File: src/rtl/fpu_operand_unpack.sv
// Packed IEEE-754 operand unpacker: sign, unbiased exponent, explicit-hidden-bit significand
// and one-hot class. Subnormals are normalized 8 bits per cycle before being presented.
module fpu_operand_unpack #(
  parameter int unsigned FLEN = 32
) (
  input  logic                           clk_i,
  input  logic                           rst_i,
  input  logic                           flush_i,
  input  logic                           valid_i,
  output logic                           ready_o,
  input  logic [FLEN-1:0]                fp_i,
  output logic                           valid_o,
  input  logic                           ready_i,
  output logic [FLEN-1:0]                fp_o,
  output logic                           sign_o,
  output logic signed [((FLEN == 64) ? 11 : 8)+2:0] exp_o,
  output logic [2*((FLEN == 64) ? 52 : 23)+1:0]     sig_o,
  output logic [5:0]                     class_o
);

  localparam int unsigned NEXP     = (FLEN == 64) ? 11 : 8;
  localparam int unsigned NSIG     = (FLEN == 64) ? 52 : 23;
  localparam int unsigned NFULLSIG = 2 * NSIG + 1;
  localparam int unsigned SIGW     = NFULLSIG + 1;
  localparam int unsigned EXPW     = NEXP + 3;
  localparam int unsigned HID      = 2 * NSIG;
  localparam int          Bias     = (2 ** (NEXP - 1)) - 1;
  localparam int          Emax     = Bias;
  localparam int          Emin     = 1 - Bias;

  localparam logic [5:0] ClsZero   = 6'b000001;
  localparam logic [5:0] ClsSub    = 6'b000010;
  localparam logic [5:0] ClsNormal = 6'b000100;
  localparam logic [5:0] ClsInf    = 6'b001000;
  localparam logic [5:0] ClsSnan   = 6'b010000;
  localparam logic [5:0] ClsQnan   = 6'b100000;

  typedef enum logic [1:0] {StIdle, StNorm, StOut} state_e;

  state_e                 state_q;
  // Working copy of a subnormal while it is being normalized.
  logic [FLEN-1:0]        fp_w_q;
  logic                   sign_w_q;
  logic [SIGW-1:0]        sig_w_q;
  logic signed [EXPW-1:0] exp_w_q;
  // Presented outputs; only loaded on entry to StOut.
  logic [FLEN-1:0]        fp_q;
  logic                   sign_q;
  logic [SIGW-1:0]        sig_q;
  logic signed [EXPW-1:0] exp_q;
  logic [5:0]             class_q;

  logic [NEXP-1:0]        in_exp;
  logic [NSIG-1:0]        in_frac;
  logic [5:0]             in_class;
  logic signed [EXPW-1:0] in_exp_val;
  logic [SIGW-1:0]        in_sig;

  logic [7:0]             norm_win;
  logic [3:0]             norm_shift;
  logic [SIGW-1:0]        norm_sig;
  logic signed [EXPW-1:0] norm_exp;

  // Leading-zero count of a non-zero byte.
  function automatic logic [2:0] lzc8(input logic [7:0] w);
    logic [2:0] n;
    n = 3'd0;
    for (int i = 0; i < 8; i++) begin
      if (w[i]) n = 3'(7 - i);
    end
    return n;
  endfunction

  // Classify the incoming operand and form its final (or initial subnormal) values.
  always_comb begin
    in_exp     = fp_i[FLEN-2 -: NEXP];
    in_frac    = fp_i[NSIG-1:0];
    in_class   = ClsNormal;
    in_exp_val = $signed(EXPW'(in_exp)) - $signed(EXPW'(Bias));
    in_sig     = {2'b01, in_frac, {NSIG{1'b0}}};
    if (in_exp == '0) begin
      if (in_frac == '0) begin
        in_class   = ClsZero;
        in_exp_val = EXPW'(Emin - 1);
        in_sig     = '0;
      end else begin
        in_class   = ClsSub;
        in_exp_val = EXPW'(Emin);
        in_sig     = {2'b00, in_frac, {NSIG{1'b0}}};
      end
    end else if (in_exp == '1) begin
      in_exp_val = EXPW'(Emax + 1);
      if (in_frac == '0)         in_class = ClsInf;
      else if (in_frac[NSIG-1])  in_class = ClsQnan;
      else                       in_class = ClsSnan;
    end
  end

  // One normalization step: a full byte shift when the top window is empty, else finish.
  always_comb begin
    norm_win   = sig_w_q[HID -: 8];
    norm_shift = (norm_win == 8'd0) ? 4'd8 : {1'b0, lzc8(norm_win)};
    norm_sig   = sig_w_q << norm_shift;
    norm_exp   = exp_w_q - $signed(EXPW'(norm_shift));
  end

  // Control FSM together with the working and output registers.
  always_ff @(posedge clk_i) begin
    if (rst_i) begin
      state_q  <= StIdle;
      fp_w_q   <= '0;
      sign_w_q <= 1'b0;
      sig_w_q  <= '0;
      exp_w_q  <= '0;
      fp_q     <= '0;
      sign_q   <= 1'b0;
      sig_q    <= '0;
      exp_q    <= '0;
      class_q  <= '0;
    end else if (flush_i) begin
      state_q <= StIdle;
    end else begin
      case (state_q)
        StIdle: begin
          if (valid_i) begin
            if (in_class == ClsSub) begin
              fp_w_q   <= fp_i;
              sign_w_q <= fp_i[FLEN-1];
              sig_w_q  <= in_sig;
              exp_w_q  <= in_exp_val;
              state_q  <= StNorm;
            end else begin
              fp_q    <= fp_i;
              sign_q  <= fp_i[FLEN-1];
              sig_q   <= in_sig;
              exp_q   <= in_exp_val;
              class_q <= in_class;
              state_q <= StOut;
            end
          end
        end
        StNorm: begin
          if (norm_win == 8'd0) begin
            sig_w_q <= norm_sig;
            exp_w_q <= norm_exp;
          end else begin
            fp_q    <= fp_w_q;
            sign_q  <= sign_w_q;
            sig_q   <= norm_sig;
            exp_q   <= norm_exp;
            class_q <= ClsSub;
            state_q <= StOut;
          end
        end
        StOut: begin
          if (ready_i) state_q <= StIdle;
        end
        default: state_q <= StIdle;
      endcase
    end
  end

  assign ready_o = (state_q == StIdle);
  assign valid_o = (state_q == StOut);
  assign fp_o    = fp_q;
  assign sign_o  = sign_q;
  assign exp_o   = exp_q;
  assign sig_o   = sig_q;
  assign class_o = class_q;

endmodule
File: config.mk
export PLATFORM = sky130hd
export DESIGN_NAME = fpu_operand_unpack
export DESIGN_NICKNAME = d
export VERILOG_FILES = /design/src/rtl/fpu_operand_unpack.sv
export SDC_FILE = /design/constraint.sdc
export NUM_CORES = 1
export LEC_CHECK = 0
export CORE_MARGIN = 2
export CORE_UTILIZATION = 30
export CTS_CLUSTER_SIZE = 20
export DETAILED_ROUTE_END_ITERATION = 10
export DONT_BUFFER_PORTS = 1
export SLEW_MARGIN = 20
export SYNTH_ARGS = -nofsm -noshare
export SYNTH_HDL_FRONTEND = slang
export SYNTH_SLANG_ARGS = --single-unit
File: constraint.sdc
create_clock -name clk_i -period 3.47 [get_ports clk_i]
set_input_delay 0 -clock clk_i [delete_from_list [all_inputs] [get_ports clk_i]]
set_output_delay 0 -clock clk_i [all_outputs]
set_load 0.02 [all_outputs]
# ---- After elaboration in Yosys (flattened, before gate mapping)
# Cells that the tools add are included.
dict set report totals {
  ff_bits 192
  inputBits 37
  output_inout_bits 100
  elab_cells 86
}
dict set report op_classes {
  addsub 2
  eq_ne 10
  shifts 1
  muxes 52
  n_bitwise 1
  reduce_logical 10
}
# operator n
set op_table {}
lappend op_table {{48-bit two-way mux} 6}
lappend op_table {{48-bit one-hot mux with 2 select lines} 2}
lappend op_table {{32-bit two-way mux} 3}
lappend op_table {{11-bit two-way mux} 8}
lappend op_table {{32-bit one-hot mux with 2 select lines} 1}
lappend op_table {{48-bit by 4-bit << shifter with 48-bit output} 1}
lappend op_table {{47-bit two-way mux} 1}
lappend op_table {{46-bit two-way mux} 1}
lappend op_table {{11-bit one-hot mux with 2 select lines} 2}
lappend op_table {{6-bit two-way mux} 7}
lappend op_table {{3-bit two-way mux} 8}
lappend op_table {{23-bit logical NOT} 1}
lappend op_table {{8-bit logical NOT} 2}
lappend op_table {{2-bit two-way mux} 6}
lappend op_table {{6-bit one-hot mux with 2 select lines} 1}
lappend op_table {{11-bit by 5-bit subtractor with 11-bit output} 1}
lappend op_table {{5-bit AND reduction} 2}
lappend op_table {{8-bit by 7-bit subtractor with 9-bit output (second input constant)} 1}
lappend op_table {{8-bit == test (second input constant)} 1}
lappend op_table {{2-bit != test (second input constant)} 4}
lappend op_table {{6-bit by 2-bit == test with 1-bit output (second input constant)} 1}
lappend op_table {{2-bit one-hot mux with 3 select lines} 1}
lappend op_table {{4-bit two-way mux} 1}
lappend op_table {{2-bit by 1-bit != test with 1-bit output (second input constant)} 2}
lappend op_table {{10 further kinds} 12}

# ---- Logic depth before layout (Yosys ltp)
# Gate-level depths: netlist of run 1.
dict set report depth {
  ltp_word 12
  mapped_depth 15
  depth_no_buf 13
}

# ---- Least setup slack after synthesis of run 1
# OpenSTA, ideal clock, no wires.
dict set report synth_timing {
  path_type {register to register}
  from {register sig_w_q[45]}
  to {register exp_w_q[8]}
  setup_ns 0.086
  arrival_ns 3.062
  path_slack_ns 0.323
  path_stages_with_launch 16
  n_path_buf 3
  period_less_slack_ns 3.147
  cell_sequence {dfxtp_1 -> buf_6 -> or2_4 -> or3_1 -> buf_6 -> nor2_4 -> inv_2 -> clkbuf_1 -> ha_1 -> nor2b_1 -> o21ai_0 -> nand3b_1 -> or3_1 -> xnor2_1 -> a21oi_1 -> a211oi_1}
}
dict set report synth_between {
  elab_chain_len 6
}
# item line
set synth_lines {}
lappend synth_lines {{start, declared} 44} ;# logic [SIGW-1:0] sig_w_q;
lappend synth_lines {{start signal, assigned} 129} ;# sig_w_q <= in_sig;
lappend synth_lines {{start signal, assigned} 144} ;# sig_w_q <= norm_sig;
lappend synth_lines {{3-bit two-way mux (2 in a row)} 69} ;# if (w[i]) n = 3'(7 - i);
lappend synth_lines {{4-bit two-way mux} 102} ;# norm_shift = (norm_win == 8'd0) ? 4'd8 : {1'b0, lzc8(norm_win)};
lappend synth_lines {{11-bit by 5-bit subtractor with 11-bit output} 104} ;# norm_exp = exp_w_q - $signed(EXPW'(norm_shift));
lappend synth_lines {{11-bit two-way mux} 143} ;# if (norm_win == 8'd0) begin
lappend synth_lines {{11-bit one-hot mux with 2 select lines} 123} ;# case (state_q)
lappend synth_lines {{end signal, assigned} 130} ;# exp_w_q <= in_exp_val;
lappend synth_lines {{end signal, assigned} 145} ;# exp_w_q <= norm_exp;
lappend synth_lines {{end, declared} 45} ;# logic signed [EXPW-1:0] exp_w_q;
# Several ways; a longest one is shown, not always the timed one. The select of a mux whose other input is x is not followed.
# A chain may end at the register's enable or synchronous reset.

# ---- Worst setup path after layout of run 1
dict set report layout_timing {
  from {register sig_w_q[46]}
  to {register exp_w_q[8]}
}
dict set report layout_between {
  elab_chain_len 5
}
# item line
set layout_lines {}
lappend layout_lines {{8-bit logical NOT / 3-bit two-way mux (equally long branches)} {102, 143, 69}}
lappend layout_lines {{4-bit two-way mux} 102}
lappend layout_lines {{11-bit by 5-bit subtractor with 11-bit output} 104}
lappend layout_lines {{11-bit two-way mux} 143}
lappend layout_lines {{11-bit one-hot mux with 2 select lines} 123}
# Several ways; a longest one is shown, not always the timed one. The select of a mux whose other input is x is not followed.

==> summary.txt, run 1 <==
sink count of the clock tree: 190
Root Driver: sky130_fd_sc_hd__clkbuf_16
Tightest Pin Transition: 0.745 ns
clock buffers created by TritonCTS: 17
sequential fraction of the synthesis area: 39.2%
required time reported for the critical path endpoint: 3.83 ns
setup TNS after final layout: 0 ns
primary flip-flop cell chosen by synthesis mapping: sky130_fd_sc_hd__dfxtp_1
most common cell after layout, fill and taps aside: sky130_fd_sc_hd__dfxtp_1
ports placed on the boundary: 137
area of all placed cells without fillers: 11,100 um2
highest-count cells in the layout ignoring fill and taps: sky130_fd_sc_hd__dfxtp_1 (190), sky130_fd_sc_hd__nand2_1 (181), sky130_fd_sc_hd__nor2_1 (142), sky130_fd_sc_hd__a21oi_1 (73), sky130_fd_sc_hd__mux2i_1 (71)
antenna violations before repair: 0
Max Cap Viol: 0
number of enable flip-flop cells after synthesis: 0
count of fill cells added during filler insertion: 3,369
type of the worst setup path: reg -> reg
maximum vdd ir drop: 291 uV
largest net degree at the start of global routing: 157
fraction of layout instances using a drive strength above 1: 10.5%
height of the chip: 184 um
GRT Residual Overflow: 0
Hold Path Class: in -> reg
wire length of the first global-routing pass: 51.6 mm
vias: 8,902
Setup Skew: 0.0154 ns
synthesized instance count: 1,164
Worst Path Arrival: 3.53 ns
RSZ-0062 raised after global routing: no
detailed placer's ending HPWL: 23.9 mm
crit path max fanout: 8
Async S/R FF share, synth: 0%
outcome: complete, no violations
Worst Setup End Kind: flip-flop
# nets final: 1,214
number of levels in the clock H-tree: 4
number of vias per cell after detailed routing: 5.62
vias in the first global route: 8,498
Static Leak: 3.98 nW
global-route usage over all layers: 19.9%
mean cell area of the mapped netlist: 8.34 um2
Synth cell types: 82
max-slew violation total from the final report: 0
CTS tree: built
Worst setup SP type: flip-flop
post-placement cell area: 10,100 um2
Placement Rows: 65
total nets after synthesis: 1,208
Cell Count Post-Placement: 1,516
initial detailed-routing violation count: 809
number of standard cells in the final layout excluding fillers: 1,584
Final min period: 3.17 ns
cell area after synthesis: 9710 um2
clock insertion delay at the later pin of the skew report: 0.44 ns
count of input and output buffers: 0
relative area change from synthesis to final layout: 13.9%
Die ar.: 33,800 um2
number of diodes added for antenna fixing: 0
Starting Density: 30.6%
number of storage elements in the synthesis netlist: 190
DRC errors left: 0
tightest slew margin relative to the limit: 50.3%
detailed-route wire length: 33.8 mm
worst hold slack across all endpoints: 0.0153 ns
number of warnings printed during yosys synthesis: 0
Final Wtd Congestion: 0.949
share of the cycle needed by the critical path after routing: 91.3%
Setup-failing EPs final: 0
Fmax achieved: 316 MHz
post-CTS setup buffer count: 0
Routed WL per cell: 21.3 um
clock transition at the registers of the reported paths: 0.07 ns
deepest clock path buffer count: 2
final antenna-violating net count: 0
floorplan die width: 184 um
Final Hold Viols: 0
router iterations before antenna repair: 5
total power density per cell area: 415 nW/um2
core area: 31,700 um2
## state kept, by name, indices dropped and copies added, names as in the netlist
register,flops
class_o,6
exp_w_q,11
fp_w_q,32
sig_o,48
sig_w_q,48
state_q,2
fp_o,32
exp_o,11
## power breakdown
part	internal, mW	switching, mW	leakage [nW]
Clock	1.02	0.903	0.261
Sequential	2.24	0.121	1.54
Combinational	0.118	0.195	2.18
## final cells by class
class | instances | area [um2] | share of cell area (%)
inverter | 27 | 101 | 0.917
clock inverter | 10 | 105 | 0.951
sequential | 190 | 3800 | 34.4
timing repair buffer | 79 | 741 | 6.70
tap | 402 | 503 | 4.55
multi-input combinational | 855 | 5350 | 48.4
clock buffer | 21 | 450 | 4.07
## cells in the mapped netlist (9+ instances only)
cell | number | area share [%]
sky130_fd_sc_hd__a211oi_1 | 37 | 2.9
sky130_fd_sc_hd__a21oi_1 | 73 | 3.8
sky130_fd_sc_hd__a221oi_1 | 11 | 0.99
sky130_fd_sc_hd__a311oi_1 | 41 | 3.7
sky130_fd_sc_hd__and2_1 | 15 | 0.97
sky130_fd_sc_hd__buf_2 | 28 | 1.4
sky130_fd_sc_hd__buf_4 | 9 | 0.70
sky130_fd_sc_hd__clkbuf_1 | 44 | 1.7
sky130_fd_sc_hd__dfxtp_1 | 190 | 39
sky130_fd_sc_hd__inv_1 | 22 | 0.85
sky130_fd_sc_hd__mux2i_1 | 71 | 7.3
sky130_fd_sc_hd__nand2_1 | 182 | 7.0
sky130_fd_sc_hd__nand3_1 | 24 | 1.2
sky130_fd_sc_hd__nor2_1 | 143 | 5.5
sky130_fd_sc_hd__nor2b_1 | 11 | 0.71
sky130_fd_sc_hd__nor3_1 | 16 | 0.82
sky130_fd_sc_hd__o21a_1 | 10 | 0.77
sky130_fd_sc_hd__o21ai_0 | 34 | 1.8
sky130_fd_sc_hd__o21ai_1 | 16 | 0.82
sky130_fd_sc_hd__o22ai_1 | 13 | 0.84
sky130_fd_sc_hd__or3_1 | 13 | 0.84
## what timing repair did
action,in CTS,in global routing
setup endpoints to repair,0,2
hold buffers,37,0
hold endpoints to repair,190,0
gates resized for setup,0,1
## metrics by stage
stage	power (mW)	setup slack, ns	utilization [%]
after global placement	2.63	0.274	31.9
after detailed placement	2.64	0.337	31.9
final	4.59	0.302	34.9
after CTS	4.62	0.306	34.8
after floorplan	2.58	0.323	-
after global routing	4.74	0.00940	34.9
## layer usage
layer | track usage [%] | routed length (um) | vias up | share of wire [%]
li1 | - | - | 4204 | -
met1 | 26.3 | 14600 | 4230 | 43
met2 | 29.7 | 14900 | 394 | 44
met5 | 0 | 0 | - | 0
met3 | 5.96 | 3070 | 74 | 9.1
met4 | 9.06 | 1260 | 0 | 3.7
## worst max-delay path, cell delays in order, from the launching register on
cell	delay [ns]
sky130_fd_sc_hd__dfxtp_1	0.40
sky130_fd_sc_hd__or2_4	0.29
sky130_fd_sc_hd__or3_1	0.38
sky130_fd_sc_hd__buf_4	0.20
sky130_fd_sc_hd__nor2_1	0.21
sky130_fd_sc_hd__inv_1	0.13
sky130_fd_sc_hd__ha_1	0.31
sky130_fd_sc_hd__o21ai_0	0.15
sky130_fd_sc_hd__nand3b_1	0.16
sky130_fd_sc_hd__or3_1	0.34
sky130_fd_sc_hd__xnor2_1	0.14
sky130_fd_sc_hd__a21oi_1	0.10
sky130_fd_sc_hd__a211oi_1	0.26
## logic make-up after synthesis
logic type | count (synthesis) | synth area share, %
buf+inv | 119 | 5.97
mux | 80 | 8.74
flops | 190 | 39.2
compound gates | 313 | 23.6
fa+ha+maj | 7 | 0.980
xor+xnor | 12 | 1.08
simple gates | 443 | 20.5
## worst paths after layout
| path | cells after the start | startpoint | end | slack (ns) |
|---|---|---|---|---|
| setup / recovery | 12 | sig_w_q[46] | exp_w_q[8] | 0.30 |
| hold / removal | 3 | fp_i[14] | fp_o[14] | 0.02 |
| setup reg to reg | 12 | sig_w_q[46] | exp_w_q[8] | 0.30 |
| hold reg to reg | 2 | fp_w_q[22] | fp_w_q[22] | 0.45 |
Power figures use the tool's default switching activity.
==> run 2: changes to the inputs <==
--- a/config.mk
+++ b/config.mk
@@ -5,11 +5,14 @@
 export SDC_FILE = /design/constraint.sdc
 export NUM_CORES = 1
 export LEC_CHECK = 0
-export CORE_MARGIN = 2
+export CELL_PAD_IN_SITES_DETAIL_PLACEMENT = 0
+export CELL_PAD_IN_SITES_GLOBAL_PLACEMENT = 2
+export CORE_ASPECT_RATIO = 1.75
 export CORE_UTILIZATION = 30
 export CTS_CLUSTER_SIZE = 20
 export DETAILED_ROUTE_END_ITERATION = 10
 export DONT_BUFFER_PORTS = 1
+export PLACE_DENSITY_LB_ADDON = 0.1
 export SLEW_MARGIN = 20
 export SYNTH_ARGS = -nofsm -noshare
 export SYNTH_HDL_FRONTEND = slang
==> run 2 against run 1 <==
Against the previous run: wire length is 14% higher; cell count up 0.25%; critical path depth shrank 5; via count is 1.1% lower; worst setup slack gained 0.0092 ns; sequential share of layout area is 0.19 points lower; combinational power rose by 2%; count of clock-buffer cells in the layout is 1 higher; critical endpoint is now sig_w_q[33]; highest routed layer unchanged.
==> summary.txt, run 2 (synthesis gave the netlist of run 1 again) <==
outcome: complete, no violations
detailed-route wire length: 38.4 mm (+14%)
number of cells upsized or downsized after cts: 0 (unchanged)
count of input and output buffers: 0 (unchanged)
maximum vdd ir drop: 368 uV (+26%)
crit path max fanout: 14 (+6)
initial detailed-routing violation count: 477 (-41%)
Fmax achieved: 317 MHz (+0.29%)
r2r worst-path depth: 7 (-5)
CP Launch Point: sig_w_q[40]
placement-stage worst setup slack: 0.286 ns (-0.0512 ns)
fraction of layout instances using a drive strength above 1: 11.1% (+0.58 points)
Placement Rows: 86 (+32%)
Worst setup SP type: flip-flop
number of levels in the clock H-tree: 4 (unchanged)
Worst Path Arrival: 3.53 ns (about the same)
Routed WL per cell: 24.2 um (+13%)
deepest clock path buffer count: 2 (unchanged)
CTS tree: built
wire length of the first global-routing pass: 57.6 mm (+12%)
post-CTS setup buffer count: 0 (unchanged)
Final min period: 3.16 ns (-0.00919 ns)
Max Cap Viol: 0 (unchanged)
required time reported for the critical path endpoint: 3.84 ns (about the same)
RSZ-0062 raised after global routing: no
final antenna-violating net count: 0 (unchanged)
largest net degree at the start of global routing: 157 (unchanged)
Starting Density: 30.7% (+0.080 points)
Static Leak: 4.04 nW (+1.5%)
max-slew violation total from the final report: 0 (unchanged)
clock insertion delay at the later pin of the skew report: 0.46 ns (+0.02 ns)
height of the chip: 240 um (+30%)
highest-count cells in the layout ignoring fill and taps: sky130_fd_sc_hd__dfxtp_1 (190), sky130_fd_sc_hd__nand2_1 (181), sky130_fd_sc_hd__nor2_1 (142), sky130_fd_sc_hd__a21oi_1 (73), sky130_fd_sc_hd__mux2i_1 (71)
Final Hold Viols: 0 (unchanged)
type of the worst setup path: reg -> reg
critical path capture point: sig_w_q[33]
Setup-failing EPs final: 0 (unchanged)
GRT Residual Overflow: 0 (unchanged)
vias in the first global route: 8,879 (+4.5%)
DRC errors left: 0 (unchanged)
setup TNS after final layout: 0 ns (unchanged)
floorplan die width: 138 um (-25%)
vias: 8,801 (-1.1%)
relative area change from synthesis to final layout: 14.5%
total power density per cell area: 416 nW/um2 (+0.13%)
tightest slew margin relative to the limit: 49.1% (-1.2 points)
global-route usage over all layers: 24.0% (+4.1 points)
number of diodes added for antenna fixing: 0 (unchanged)
Reg2Reg Capture Point: sig_w_q[33]
number of vias per cell after detailed routing: 5.54 (-1.4%)
core area: 31,600 um2 (-0.26%)
detailed placer's ending HPWL: 27.5 mm (+15%)
most common cell after layout, fill and taps aside: sky130_fd_sc_hd__dfxtp_1
antenna violations before repair: 0 (unchanged)
Worst Setup End Kind: flip-flop
Die ar.: 33,100 um2 (-2.1%)
Root Driver: sky130_fd_sc_hd__clkbuf_16
post-placement cell area: 10,200 um2 (+0.52%)
clock buffers created by TritonCTS: 17 (unchanged)
Hold Path Class: in -> reg
reg-to-reg startpoint: sig_w_q[40]
share of the cycle needed by the critical path after routing: 91.0% (-0.26 points)
router iterations before antenna repair: 5 (unchanged)
sink count of the clock tree: 190 (unchanged)
setup slack, reg-to-reg: 0.31 ns (about the same)
area of all placed cells without fillers: 11,100 um2 (+0.55%)
Tightest Pin Transition: 0.757 ns (+0.0123 ns)
final critical-path setup slack: 0.311 ns (+0.00919 ns)
Final Wtd Congestion: 0.855 (-9.8%)
Setup Skew: 0.0110 ns (-0.00438 ns)
# nets final: 1,224 (+0.82%)
count of fill cells added during filler insertion: 3,395 (+0.77%)
clock transition at the registers of the reported paths: 0.07 ns (about the same)
ports placed on the boundary: 137 (unchanged)
run 2: what timing repair did:
action,4_1_cts,5_1_grt
setup endpoints to repair,0,0
hold buffers,39,0
endpoints found under the hold margin,190,0
run 2: final cells by class:
class	count	area (um2)	area share (%)
Timing Repair Buffer	89	821	7.38
Clock inverter	9	85.1	0.765
Clock buffer	22	464	4.18
Inverter	27	101	0.912
Tap cell	396	495	4.46
Multi-Input combinational cell	855	5350	48.1
Sequential cell	190	3800	34.2
run 2: critical path: stages, from the launching register on:
cell	delay (ns)
sky130_fd_sc_hd__dfxtp_1	0.51
sky130_fd_sc_hd__nand2b_2	0.28
sky130_fd_sc_hd__a211o_1	0.62
sky130_fd_sc_hd__mux2i_1	0.20
sky130_fd_sc_hd__a221oi_2	0.52
sky130_fd_sc_hd__o22ai_1	0.20
sky130_fd_sc_hd__or3_1	0.44
sky130_fd_sc_hd__a311oi_1	0.28
run 2: how the worst min path moves through the flow:
| stage | to | slack, ns | cells past startpoint | from |
|---|---|---|---|---|
| after CTS | fp_o[14] | 0.02 | 3 | fp_i[14] |
| final | fp_o[14] | 0.03 | 3 | fp_i[14] |
| after detailed placement | state_q[0] | 0.07 | 1 | flush_i |
| after global routing | fp_o[14] | 0.05 | 3 | fp_i[14] |
| after floorplan | fp_w_q[13] | 0.14 | 2 | fp_i[13] |
| after global placement | state_q[0] | 0.07 | 1 | flush_i |
run 2: power by group:
| part | leakage (nW) | internal [mW] | switching (mW) |
|---|---|---|---|
| Sequential | 1.54 | 2.24 | 0.115 |
| Combinational | 2.22 | 0.121 | 0.200 |
| Clock | 0.274 | 1.03 | 0.924 |
| Total | 4.04 | 3.38 | 1.24 |
run 2: stage by stage:
| step | utilization (%) | total power [mW] | instances | hold slack [ns] |
|---|---|---|---|---|
| floorplan | - | 2.58 | 1164 | 0.136 |
| global placement | 32.1 | 2.64 | 1518 | 0.0744 |
| detailed placement | 32.1 | 2.65 | 1518 | 0.0741 |
| CTS | 35.1 | 4.69 | 1588 | 0.0185 |
| global route | 35.1 | 4.79 | 1588 | 0.0501 |
| finish | 35.1 | 4.62 | 1588 | 0.0288 |
run 2: per-layer routing:
layer / track usage, % / up-vias / wire length [um]
met2: 43.4 / 221 / 20600
met4: 9.88 / 0 / 1230
met1: 27.1 / 4317 / 15000
met5: 0 / - / 0
li1: - / 4205 / -
met3: 4.32 / 58 / 1550
